$ cat src/rtl/mem_arbiter_pkg.sv
// Shared types and constants for the two-port memory arbiter:
// FSM encoding, port identifiers, wait-counter width and the latched access record.
package mem_arbiter_pkg;

  typedef enum logic [1:0] {
    ST_IDLE   = 2'd0,
    ST_ACCESS = 2'd1,
    ST_WAIT   = 2'd2,
    ST_DONE   = 2'd3
  } state_t;

  localparam logic PORT_CPU = 1'b0;
  localparam logic PORT_DBG = 1'b1;
  localparam int   CNT_W    = 4;

  typedef struct packed {
    logic        we;
    logic [31:0] addr;
    logic [31:0] wdata;
  } acc_t;

  function automatic logic misaligned(input logic [31:0] addr);
    return addr[1:0] != 2'b00;
  endfunction

endpackage

$ cat src/rtl/mem_arbiter_if.sv
// Bus bundle for the arbiter: CPU and debug requester ports plus the single-port memory side.
// slave = arbiter view, master = requesters/memory view.
interface mem_arbiter_if;

  logic        cpu_req;
  logic        cpu_we;
  logic [31:0] cpu_addr;
  logic [31:0] cpu_wdata;
  logic [31:0] cpu_rdata;
  logic        cpu_ready;
  logic        cpu_err;

  logic        dbg_req;
  logic        dbg_we;
  logic [31:0] dbg_addr;
  logic [31:0] dbg_wdata;
  logic [31:0] dbg_rdata;
  logic        dbg_ready;
  logic        dbg_err;

  logic        mem_en;
  logic        mem_we;
  logic [31:0] mem_addr;
  logic [31:0] mem_wdata;
  logic [31:0] mem_rdata;

  modport slave (
    input  cpu_req, cpu_we, cpu_addr, cpu_wdata,
    output cpu_rdata, cpu_ready, cpu_err,
    input  dbg_req, dbg_we, dbg_addr, dbg_wdata,
    output dbg_rdata, dbg_ready, dbg_err,
    output mem_en, mem_we, mem_addr, mem_wdata,
    input  mem_rdata
  );

  modport master (
    output cpu_req, cpu_we, cpu_addr, cpu_wdata,
    input  cpu_rdata, cpu_ready, cpu_err,
    output dbg_req, dbg_we, dbg_addr, dbg_wdata,
    input  dbg_rdata, dbg_ready, dbg_err,
    input  mem_en, mem_we, mem_addr, mem_wdata,
    output mem_rdata
  );

endinterface

$ cat src/rtl/mem_arbiter_rr_arb2.sv
// Two-requester round-robin grant: on contention the port not granted last wins.
// The last-grant flag updates whenever en is high and some request is present.
module rr_arb2
  import mem_arbiter_pkg::*;
(
  input  logic       clk,
  input  logic       rst,
  input  logic [1:0] req,
  input  logic       en,
  output logic       valid,
  output logic       grant
);

  logic last_reg;

  assign valid = |req;

  always_comb begin
    grant = PORT_CPU;
    if (req == 2'b11) begin
      grant = ~last_reg;
    end else if (req[PORT_DBG]) begin
      grant = PORT_DBG;
    end
  end

  // Starting as "debug granted last" lets the CPU win the first contention.
  always_ff @(posedge clk) begin
    if (rst) begin
      last_reg <= PORT_DBG;
    end else if (en && valid) begin
      last_reg <= grant;
    end
  end

endmodule

$ cat src/rtl/mem_arbiter.sv
// Arbitrates a CPU port and a debug/loader port onto one single-port memory with fixed read latency.
// Optional alignment check: define MEM_ARBITER_ALIGN_CHK_EN to reject addr[1:0]!=0 with an error pulse.
module mem_arbiter
  import mem_arbiter_pkg::*;
#(
  parameter int WAIT_CYCLES = 1
)
(
  input  logic          clk,
  input  logic          rst,
  mem_arbiter_if.slave  bus
);

  state_t           state_reg;
  state_t           state_next;
  logic [CNT_W-1:0] cnt_reg;
  logic [CNT_W-1:0] cnt_next;
  acc_t             acc_reg;
  logic             gnt_reg;

  acc_t             sel_acc;
  logic [1:0]       req_vec;
  logic             arb_en;
  logic             arb_valid;
  logic             arb_grant;
  logic             load;
  logic             capture;

  logic [1:0]       ready_vec;
  logic [1:0]       err_vec;
  logic [1:0][31:0] rdata_vec;

  assign req_vec[PORT_CPU] = bus.cpu_req;
  assign req_vec[PORT_DBG] = bus.dbg_req;

  rr_arb2 u_rr_arb2 (
    .clk   (clk),
    .rst   (rst),
    .req   (req_vec),
    .en    (arb_en),
    .valid (arb_valid),
    .grant (arb_grant)
  );

  always_comb begin
    sel_acc = '{we: bus.cpu_we, addr: bus.cpu_addr, wdata: bus.cpu_wdata};
    if (arb_grant == PORT_DBG) begin
      sel_acc = '{we: bus.dbg_we, addr: bus.dbg_addr, wdata: bus.dbg_wdata};
    end
  end

`ifdef MEM_ARBITER_ALIGN_CHK_EN
  logic sel_bad;
  logic err_reg;

  assign sel_bad = misaligned(sel_acc.addr);

  always_ff @(posedge clk) begin
    if (rst) begin
      err_reg <= 1'b0;
    end else if (load) begin
      err_reg <= sel_bad;
    end
  end
`endif

  always_comb begin
    state_next = state_reg;
    cnt_next   = cnt_reg;
    arb_en     = 1'b0;
    load       = 1'b0;
    capture    = 1'b0;
    case (state_reg)
      ST_IDLE: begin
        arb_en = 1'b1;
        if (arb_valid) begin
          load       = 1'b1;
          state_next = ST_ACCESS;
`ifdef MEM_ARBITER_ALIGN_CHK_EN
          if (sel_bad) begin
            state_next = ST_DONE;
          end
`endif
        end
      end
      ST_ACCESS: begin
        cnt_next   = CNT_W'(WAIT_CYCLES);
        state_next = ST_WAIT;
      end
      ST_WAIT: begin
        cnt_next = cnt_reg - CNT_W'(1);
        // Memory data is valid in the WAIT cycle whose count is 1.
        if (cnt_reg <= CNT_W'(1)) begin
          capture    = ~acc_reg.we;
          state_next = ST_DONE;
        end
      end
      ST_DONE: begin
        state_next = ST_IDLE;
      end
      default: begin
        state_next = ST_IDLE;
      end
    endcase
  end

  always_ff @(posedge clk) begin
    if (rst) begin
      state_reg <= ST_IDLE;
      cnt_reg   <= '0;
      acc_reg   <= '0;
      gnt_reg   <= PORT_CPU;
    end else begin
      state_reg <= state_next;
      cnt_reg   <= cnt_next;
      if (load) begin
        acc_reg <= sel_acc;
        gnt_reg <= arb_grant;
      end
    end
  end

  assign bus.mem_en    = (state_reg == ST_ACCESS);
  assign bus.mem_we    = (state_reg == ST_ACCESS) && acc_reg.we;
  assign bus.mem_addr  = acc_reg.addr;
  assign bus.mem_wdata = acc_reg.wdata;

  genvar gi;
  generate
    for (gi = 0; gi < 2; gi++) begin : g_port
      logic [31:0] rdata_reg;

      always_ff @(posedge clk) begin
        if (rst) begin
          rdata_reg <= '0;
        end else if (capture && (gnt_reg == 1'(gi))) begin
          rdata_reg <= bus.mem_rdata;
        end
      end

      assign rdata_vec[gi] = rdata_reg;
      assign ready_vec[gi] = (state_reg == ST_DONE) && (gnt_reg == 1'(gi));
`ifdef MEM_ARBITER_ALIGN_CHK_EN
      assign err_vec[gi]   = ready_vec[gi] && err_reg;
`else
      assign err_vec[gi]   = 1'b0;
`endif
    end
  endgenerate

  assign bus.cpu_rdata = rdata_vec[PORT_CPU];
  assign bus.cpu_ready = ready_vec[PORT_CPU];
  assign bus.cpu_err   = err_vec[PORT_CPU];
  assign bus.dbg_rdata = rdata_vec[PORT_DBG];
  assign bus.dbg_ready = ready_vec[PORT_DBG];
  assign bus.dbg_err   = err_vec[PORT_DBG];

endmodule
$ cat src/flat_wrapper.sv
// flat-port wrapper written by rule: the top's interface ports become plain ports
module mem_arbiter_flat import mem_arbiter_pkg::*;
#(
  parameter int WAIT_CYCLES = 1
)
  (clk, rst, bus_cpu_req, bus_cpu_we, bus_cpu_addr, bus_cpu_wdata, bus_cpu_rdata, bus_cpu_ready, bus_cpu_err, bus_dbg_req, bus_dbg_we, bus_dbg_addr, bus_dbg_wdata, bus_dbg_rdata, bus_dbg_ready, bus_dbg_err, bus_mem_en, bus_mem_we, bus_mem_addr, bus_mem_wdata, bus_mem_rdata);
  mem_arbiter_if bus_i ();
  input  logic clk;
  input  logic rst;
  input wire logic [$bits(bus_i.cpu_req)-1:0] bus_cpu_req;
  input wire logic [$bits(bus_i.cpu_we)-1:0] bus_cpu_we;
  input wire logic [$bits(bus_i.cpu_addr)-1:0] bus_cpu_addr;
  input wire logic [$bits(bus_i.cpu_wdata)-1:0] bus_cpu_wdata;
  output wire logic [$bits(bus_i.cpu_rdata)-1:0] bus_cpu_rdata;
  output wire logic [$bits(bus_i.cpu_ready)-1:0] bus_cpu_ready;
  output wire logic [$bits(bus_i.cpu_err)-1:0] bus_cpu_err;
  input wire logic [$bits(bus_i.dbg_req)-1:0] bus_dbg_req;
  input wire logic [$bits(bus_i.dbg_we)-1:0] bus_dbg_we;
  input wire logic [$bits(bus_i.dbg_addr)-1:0] bus_dbg_addr;
  input wire logic [$bits(bus_i.dbg_wdata)-1:0] bus_dbg_wdata;
  output wire logic [$bits(bus_i.dbg_rdata)-1:0] bus_dbg_rdata;
  output wire logic [$bits(bus_i.dbg_ready)-1:0] bus_dbg_ready;
  output wire logic [$bits(bus_i.dbg_err)-1:0] bus_dbg_err;
  output wire logic [$bits(bus_i.mem_en)-1:0] bus_mem_en;
  output wire logic [$bits(bus_i.mem_we)-1:0] bus_mem_we;
  output wire logic [$bits(bus_i.mem_addr)-1:0] bus_mem_addr;
  output wire logic [$bits(bus_i.mem_wdata)-1:0] bus_mem_wdata;
  input wire logic [$bits(bus_i.mem_rdata)-1:0] bus_mem_rdata;
  assign bus_i.cpu_req = bus_cpu_req;
  assign bus_i.cpu_we = bus_cpu_we;
  assign bus_i.cpu_addr = bus_cpu_addr;
  assign bus_i.cpu_wdata = bus_cpu_wdata;
  assign bus_cpu_rdata = bus_i.cpu_rdata;
  assign bus_cpu_ready = bus_i.cpu_ready;
  assign bus_cpu_err = bus_i.cpu_err;
  assign bus_i.dbg_req = bus_dbg_req;
  assign bus_i.dbg_we = bus_dbg_we;
  assign bus_i.dbg_addr = bus_dbg_addr;
  assign bus_i.dbg_wdata = bus_dbg_wdata;
  assign bus_dbg_rdata = bus_i.dbg_rdata;
  assign bus_dbg_ready = bus_i.dbg_ready;
  assign bus_dbg_err = bus_i.dbg_err;
  assign bus_mem_en = bus_i.mem_en;
  assign bus_mem_we = bus_i.mem_we;
  assign bus_mem_addr = bus_i.mem_addr;
  assign bus_mem_wdata = bus_i.mem_wdata;
  assign bus_i.mem_rdata = bus_mem_rdata;
  mem_arbiter #(.WAIT_CYCLES(WAIT_CYCLES)) u_core (.clk(clk), .rst(rst), .bus(bus_i));
endmodule
$ cat config.mk
export PLATFORM = sky130hd
export DESIGN_NAME = mem_arbiter_flat
export DESIGN_NICKNAME = d
export VERILOG_FILES = /design/src/rtl/mem_arbiter_pkg.sv /design/src/rtl/mem_arbiter_if.sv /design/src/rtl/mem_arbiter_rr_arb2.sv /design/src/rtl/mem_arbiter.sv /design/src/flat_wrapper.sv
export SDC_FILE = /design/constraint.sdc
export NUM_CORES = 1
export LEC_CHECK = 0
export BUFFER_PORTS_ARGS = -buffer_cell sky130_fd_sc_hd__buf_2
export CORE_MARGIN = 2
export CORE_UTILIZATION = 50
export DETAILED_ROUTE_END_ITERATION = 8
export HOLD_SLACK_MARGIN = 0.12
export MAX_ROUTING_LAYER = met4
export PLACE_DENSITY_LB_ADDON = 0.25
export SYNTH_ARGS = -nofsm -noshare
export SYNTH_HDL_FRONTEND = slang
export SYNTH_HIERARCHICAL = 1
export SYNTH_SLANG_ARGS = --single-unit
$ cat constraint.sdc
create_clock -name clk -period 2.7 [get_ports clk]
set_input_delay 0.27 -clock clk [delete_from_list [all_inputs] [get_ports clk]]
set_output_delay 0.27 -clock clk [all_outputs]
set_load 0.1 [all_outputs]
== After elaboration in Yosys (flattened, before gate mapping) ==
Index checks and enable logic that the tools add are counted.
Word-level totals
  flip-flop bits (word level): 137
  input bits: 166
  output and inout port bits: 134
Cells by class
  add/subtract/negate cells: 1
  $lt $le $gt $ge: 1
  eq/ne operators: 6
  muxes and demuxes: 12
  bitwise operators: 3
  reductions and logical operators: 10
Operators by type and width (count)
  2-to-1 mux 65 bit: 1
  one-hot mux 2 bit (4 select lines): 1
  one-hot mux 4 bit (2 select lines): 1
  2-to-1 mux 1 bit: 7
  equality test 2 bit, second input constant: 3
  logical AND 1 bit: 6
  less-or-equal comparator 4 x 1 -> 1 bit, second input constant: 1
  2-to-1 mux 2 bit: 2
  subtractor 4 x 1 -> 4 bit, second input constant: 1
  inverter 1 bit: 3
  equality test 2 x 1 -> 1 bit, second input constant: 1
  zero test 2 bit: 1
  inequality test 2 x 1 -> 1 bit, second input constant: 1
  inequality test 2 bit, second input constant: 1
  AND reduction 2 bit: 1
  nonzero test 2 bit: 1
  OR reduction 2 bit: 1

== Longest topological paths before layout ==
  depth after elaboration: 4
  gate-level depth with buffers: 9
  mapped depth without buffers: 6

== Cells and area by module ==
Netlist, hierarchy kept.
Modules (own cells, without submodules)
  mem_arbiter: times used 1, cells each 694, area an instance 6209.7 µm², seq. area each 2722.6 µm²
  rr_arb2: times used 1, cells each 6, area an instance 56.3 µm², seq. area each 20.0 µm²

== Worst setup path after synthesis ==
No wires, ideal clock.
  path type: register -> output
  start: register u_core.state_reg[1]
  end: output bus_mem_we
  arrival time: 2.065 ns
  data required time: 2.430 ns
  slack: 0.365 ns
  stages on the path, launching flop included: 4
  path through: dfxtp_1 -> inv_1 -> ha_1 -> and2_1
On the way
  cells in the longest elaborated chain, start to end: 2
Ends and longest elaborated chain
  from (decl): line mem_arbiter.sv:14  | state_t state_reg;
  from (signal assigned): line mem_arbiter.sv:114  | state_reg <= state_next;
  equality test 2 x 1 -> 1 bit
  via bus_mem_en: line flat_wrapper.sv:24  | output wire logic [$bits(bus_i.mem_en)-1:0] bus_mem_en;
  logical AND 1 bit: line mem_arbiter.sv:124  | assign bus.mem_we = (state_reg == ST_ACCESS) && acc_reg.we;
  to (decl): line flat_wrapper.sv:25  | output wire logic [$bits(bus_i.mem_we)-1:0] bus_mem_we;
The timed path passes the listed nets, and every way through them passes these cells.

== Final worst setup path ==
  start: register u_core.state_reg[0]
  end: register u_core.g_port[0].rdata_reg[31], in the netlist u_core/bus.cpu_rdata[31]
On the way
  cells in the longest elaborated chain, start to end: 3
Ends and longest elaborated chain
  equality test 2 bit: line mem_arbiter.sv:73  | case (state_reg)
  2-to-1 mux 1 bit: line mem_arbiter.sv:73
  logical AND 1 bit: line mem_arbiter.sv:136  | end else if (capture && (gnt_reg == 1'(gi))) begin
  to (signal assigned): line mem_arbiter.sv:137  | rdata_reg <= bus.mem_rdata;
  to (decl): line mem_arbiter.sv:131  | logic [31:0] rdata_reg;
Every way passes these cells.
A chain may end at the register's enable or synchronous reset.

==> metrics.log <==
[metrics] outcome: finished, final reports clean
[metrics] Iter 0 DRT Violations: 285
[metrics] Worst Setup Start Kind: flop
[metrics] filler cell count in the final layout: 1033
[metrics] total congestion overflow: 0
[metrics] upper clock frequency limit: 0.524 GHz
[metrics] number of global-route vias before repair: 5249
[metrics] register area: 2740 um^2
[metrics] post-synthesis sequential area ratio: 0.438
[metrics] post-layout min period: around 1.9 ns
[metrics] post-synthesis to final-layout area growth: 32.1%
[metrics] average wire per standard cell: 14.4 um
[metrics] Clock Root Buffer: sky130_fd_sc_hd__clkbuf_16
[metrics] Final GP Congestion: around 0.84
[metrics] worst relative slew slack: 0.594
[metrics] clock tree from TritonCTS: done
[metrics] number of nets with antenna violations after routing: 0
[metrics] number of hold violations in the final report: 0
[metrics] final count of pins violating max slew: 0
[metrics] worst slack at placement: 0.903 ns
[metrics] row count: 40
[metrics] first-pass GRT wire length: 24900 um
[metrics] number of clock sinks seen by CTS: approximately 140
[metrics] maximum number of buffers from clock root to sink: 2
[metrics] number of clock buffers inserted by TritonCTS: 17
[metrics] setup ws final: between 0.7 and 0.8 ns
[metrics] maximum net fanout on the critical path: 32
[metrics] Leakage: 3.77 nW
[metrics] number of failing setup endpoints in the final timing report: 0
[metrics] Post-Route Setup TNS: 0 ns
[metrics] longest individual stage delay on the worst path: 0.34 ns
[metrics] remaining design rule violation count: 0
[metrics] fraction of final layout cells sized beyond drive strength 1: 0.401
[metrics] combined area of all synthesized cells: between 6000 and 7000 um^2
[metrics] register clock-pin slew on the reported worst setup and hold paths: 0.06 ns
[metrics] via density per instance: 4.90
[metrics] port buffer count: between 200 and 300
[metrics] largest net degree at the start of global routing: 55
[metrics] fin util: 0.684
[metrics] total power divided by cell area: 1330 nW/um^2
[metrics] H-tree depth: 4
[metrics] Crit. End Element: flop
[metrics] Core Area: 12100 um^2
[metrics] cell at the slowest stage of the critical path: sky130_fd_sc_hd__buf_4
[metrics] chip height: 116 um
[metrics] required time at the worst-slack endpoint: 3.02 ns
[metrics] chain of cells forming the critical path: inv_1 > ha_1 > and2b_4 > and4bb_1 > buf_4 > nand2_1 > a21oi_1
[metrics] number of nets in the layout: 1114
[metrics] aggregate global-route resource usage: 0.243
[metrics] Post-Syn Area per Cell: 8.95 um^2
[metrics] sum of internal, switching and leakage power: 0.0110 W
[metrics] Initial DRT Pass Iterations: 5
[metrics] Top-Level Pins: 300
[metrics] Antenna Cells: 0
[metrics] largest clock skew in the final design: between 0.01 and 0.015 ns
[metrics] class of the tightest hold or removal check: in -> reg
[metrics] register bit total from synthesis: 137
[metrics] sum of routed wire length over all layers: between 15000 and 20000 um
[metrics] area of the die: 13400 um^2
[metrics] transition time of the tightest slew-check pin: approximately 0.61 ns
[metrics] Initial Util: 0.517
[metrics] warnings from Yosys: 6
[metrics] number of maximum-capacitance constraint violations: 0
[metrics] Clock Latency Late Sink: 0.42 ns
[metrics] area of the multi-input gates: 2700 um^2
[metrics] critical path data arrival time: between 2 and 2.5 ns
[metrics] unique cell type count in the Yosys netlist: 34
[metrics] via total after detailed routing: about 5500
[metrics] classification of the worst setup path: reg -> reg
[metrics] number of antenna violations at the first check in global routing: 0
[metrics] final period utilization: 0.707
[metrics] post-synthesis cell count: 700
[metrics] final standard cell area without fillers: 8280 um^2
[metrics] placed standard-cell area: 7280 um^2
[metrics] worst-case vdd ir drop: approximately 0.00062 V
[metrics] x dimension of the die: 116 um
[metrics] unrepaired setup endpoints after global routing: false
[metrics] detailed placer's ending HPWL: 11000 um
[metal layers]
layer  wire length [um]  share of wire  vias up  track usage
met4                455          0.028        0        0.102
met1               6650           0.41     2453        0.281
met5                  0              0        -            -
met2               7850           0.49      218        0.400
met3               1180          0.073       34       0.0654
li1                   -              -     2789            -
[final cells by class]
cell class                      instances  area share
Clock buffer                           18      0.0518
Clock inverter                         14      0.0296
Inverter                                6     0.00272
Multi-Input combinational cell        437       0.326
Sequential cell                       137       0.331
Tap cell                              168      0.0254
Timing Repair Buffer                  342       0.233
[synthesized netlist by cell type]
cell | count | area [um^2]
sky130_fd_sc_hd__a211oi_1 | 65 | 488
sky130_fd_sc_hd__a21boi_0 | 1 | 7.51
sky130_fd_sc_hd__a21oi_1 | 32 | 160
sky130_fd_sc_hd__a21oi_2 | 37 | 324
sky130_fd_sc_hd__and2_1 | 3 | 18.8
sky130_fd_sc_hd__and2b_4 | 1 | 10.0
sky130_fd_sc_hd__and3_1 | 1 | 6.26
sky130_fd_sc_hd__and4b_1 | 1 | 10.0
sky130_fd_sc_hd__and4bb_1 | 1 | 12.5
sky130_fd_sc_hd__buf_1 | 3 | 11.3
sky130_fd_sc_hd__buf_2 | 20 | 100
sky130_fd_sc_hd__buf_4 | 71 | 533
sky130_fd_sc_hd__buf_6 | 10 | 113
sky130_fd_sc_hd__clkbuf_1 | 17 | 63.8
sky130_fd_sc_hd__conb_1 | 1 | 3.75
sky130_fd_sc_hd__dfxtp_1 | 137 | 2740
sky130_fd_sc_hd__ha_1 | 7 | 87.6
sky130_fd_sc_hd__inv_1 | 6 | 22.5
sky130_fd_sc_hd__mux2i_1 | 66 | 661
sky130_fd_sc_hd__nand2_1 | 129 | 484
sky130_fd_sc_hd__nand2b_1 | 1 | 6.26
sky130_fd_sc_hd__nand3_1 | 2 | 10.0
sky130_fd_sc_hd__nand3b_1 | 1 | 7.51
sky130_fd_sc_hd__nand4b_1 | 2 | 17.5
sky130_fd_sc_hd__nand4bb_1 | 1 | 11.3
sky130_fd_sc_hd__nor2_1 | 71 | 267
sky130_fd_sc_hd__nor2b_1 | 2 | 12.5
sky130_fd_sc_hd__nor3_1 | 1 | 5.00
sky130_fd_sc_hd__o21ai_0 | 5 | 25.0
sky130_fd_sc_hd__o21bai_2 | 1 | 11.3
sky130_fd_sc_hd__o311a_1 | 1 | 10.0
sky130_fd_sc_hd__o31a_1 | 1 | 8.76
sky130_fd_sc_hd__or2_2 | 1 | 6.26
sky130_fd_sc_hd__or3b_1 | 1 | 8.76
[cells by family after synthesis]
family | share of synthesized area
buffers and inverters | 0.135
multiplexers | 0.105
AO/OA/AOI/OAI | 0.165
other | 0.000598
adder cells (fa/ha/maj) | 0.0140
flip-flops | 0.438
AND/OR/NAND/NOR | 0.143
[cell usage in the layout, fill, tap and decap left out, drive strengths merged, types with 7 or more instances in the layout]
cell,instances
clkbuf,18
dlygate4sd3,32
a211oi,65
nand2,129
ha,7
mux2i,66
nor2,71
buf,310
a21oi,69
inv,7
dfxtp,137
[through the flow]
step	cells	hold slack [ns]
2_1_floorplan	701	0.380
3_3_place_gp	1058	0.440
3_5_place_dp	1058	0.443
4_1_cts	1122	0.157
5_1_grt	1122	0.192
6_report	1122	0.173
[worst max-delay path, delay by kind of cell, from the launching register on]
family	cells	cell delay (ns)
adder cells (fa/ha/maj)	1	0.32
flip-flops	1	0.33
AND/OR/NAND/NOR	3	0.50
buffers and inverters	2	0.46
AO/OA/AOI/OAI	1	0.19
[where the power goes]
part | leakage (nW) | switching (W) | internal (W)
Sequential | 1.12 | 0.000239 | 0.00251
Clock | 0.325 | 0.000860 | 0.00174
Combinational | 2.32 | 0.00457 | 0.00106
[path summary, 6_finish.rpt]
check                                        startpoint                                      to  slack (ns)  cells past startpoint
setup / recovery       u_core/state_reg[0]$_SDFFE_PP0P_   u_core/bus.cpu_rdata[31]$_SDFFE_PP0P_        0.79                      7
hold / removal                              bus_dbg_req  u_core/u_rr_arb2/last_reg$_SDFFE_PP1P_        0.17                      3
setup reg to reg       u_core/state_reg[0]$_SDFFE_PP0P_   u_core/bus.cpu_rdata[31]$_SDFFE_PP0P_        0.79                      7
hold reg to reg   u_core/bus.cpu_rdata[14]$_SDFFE_PP0P_   u_core/bus.cpu_rdata[14]$_SDFFE_PP0P_        0.45                      2
[timing repair]
action                    in CTS  in global routing
setup buffers                  0                  0
gates resized for setup        0                  0
hold endpoints to repair      58                  0
hold buffers                  32                  0
(Power assumes the default switching activity.)
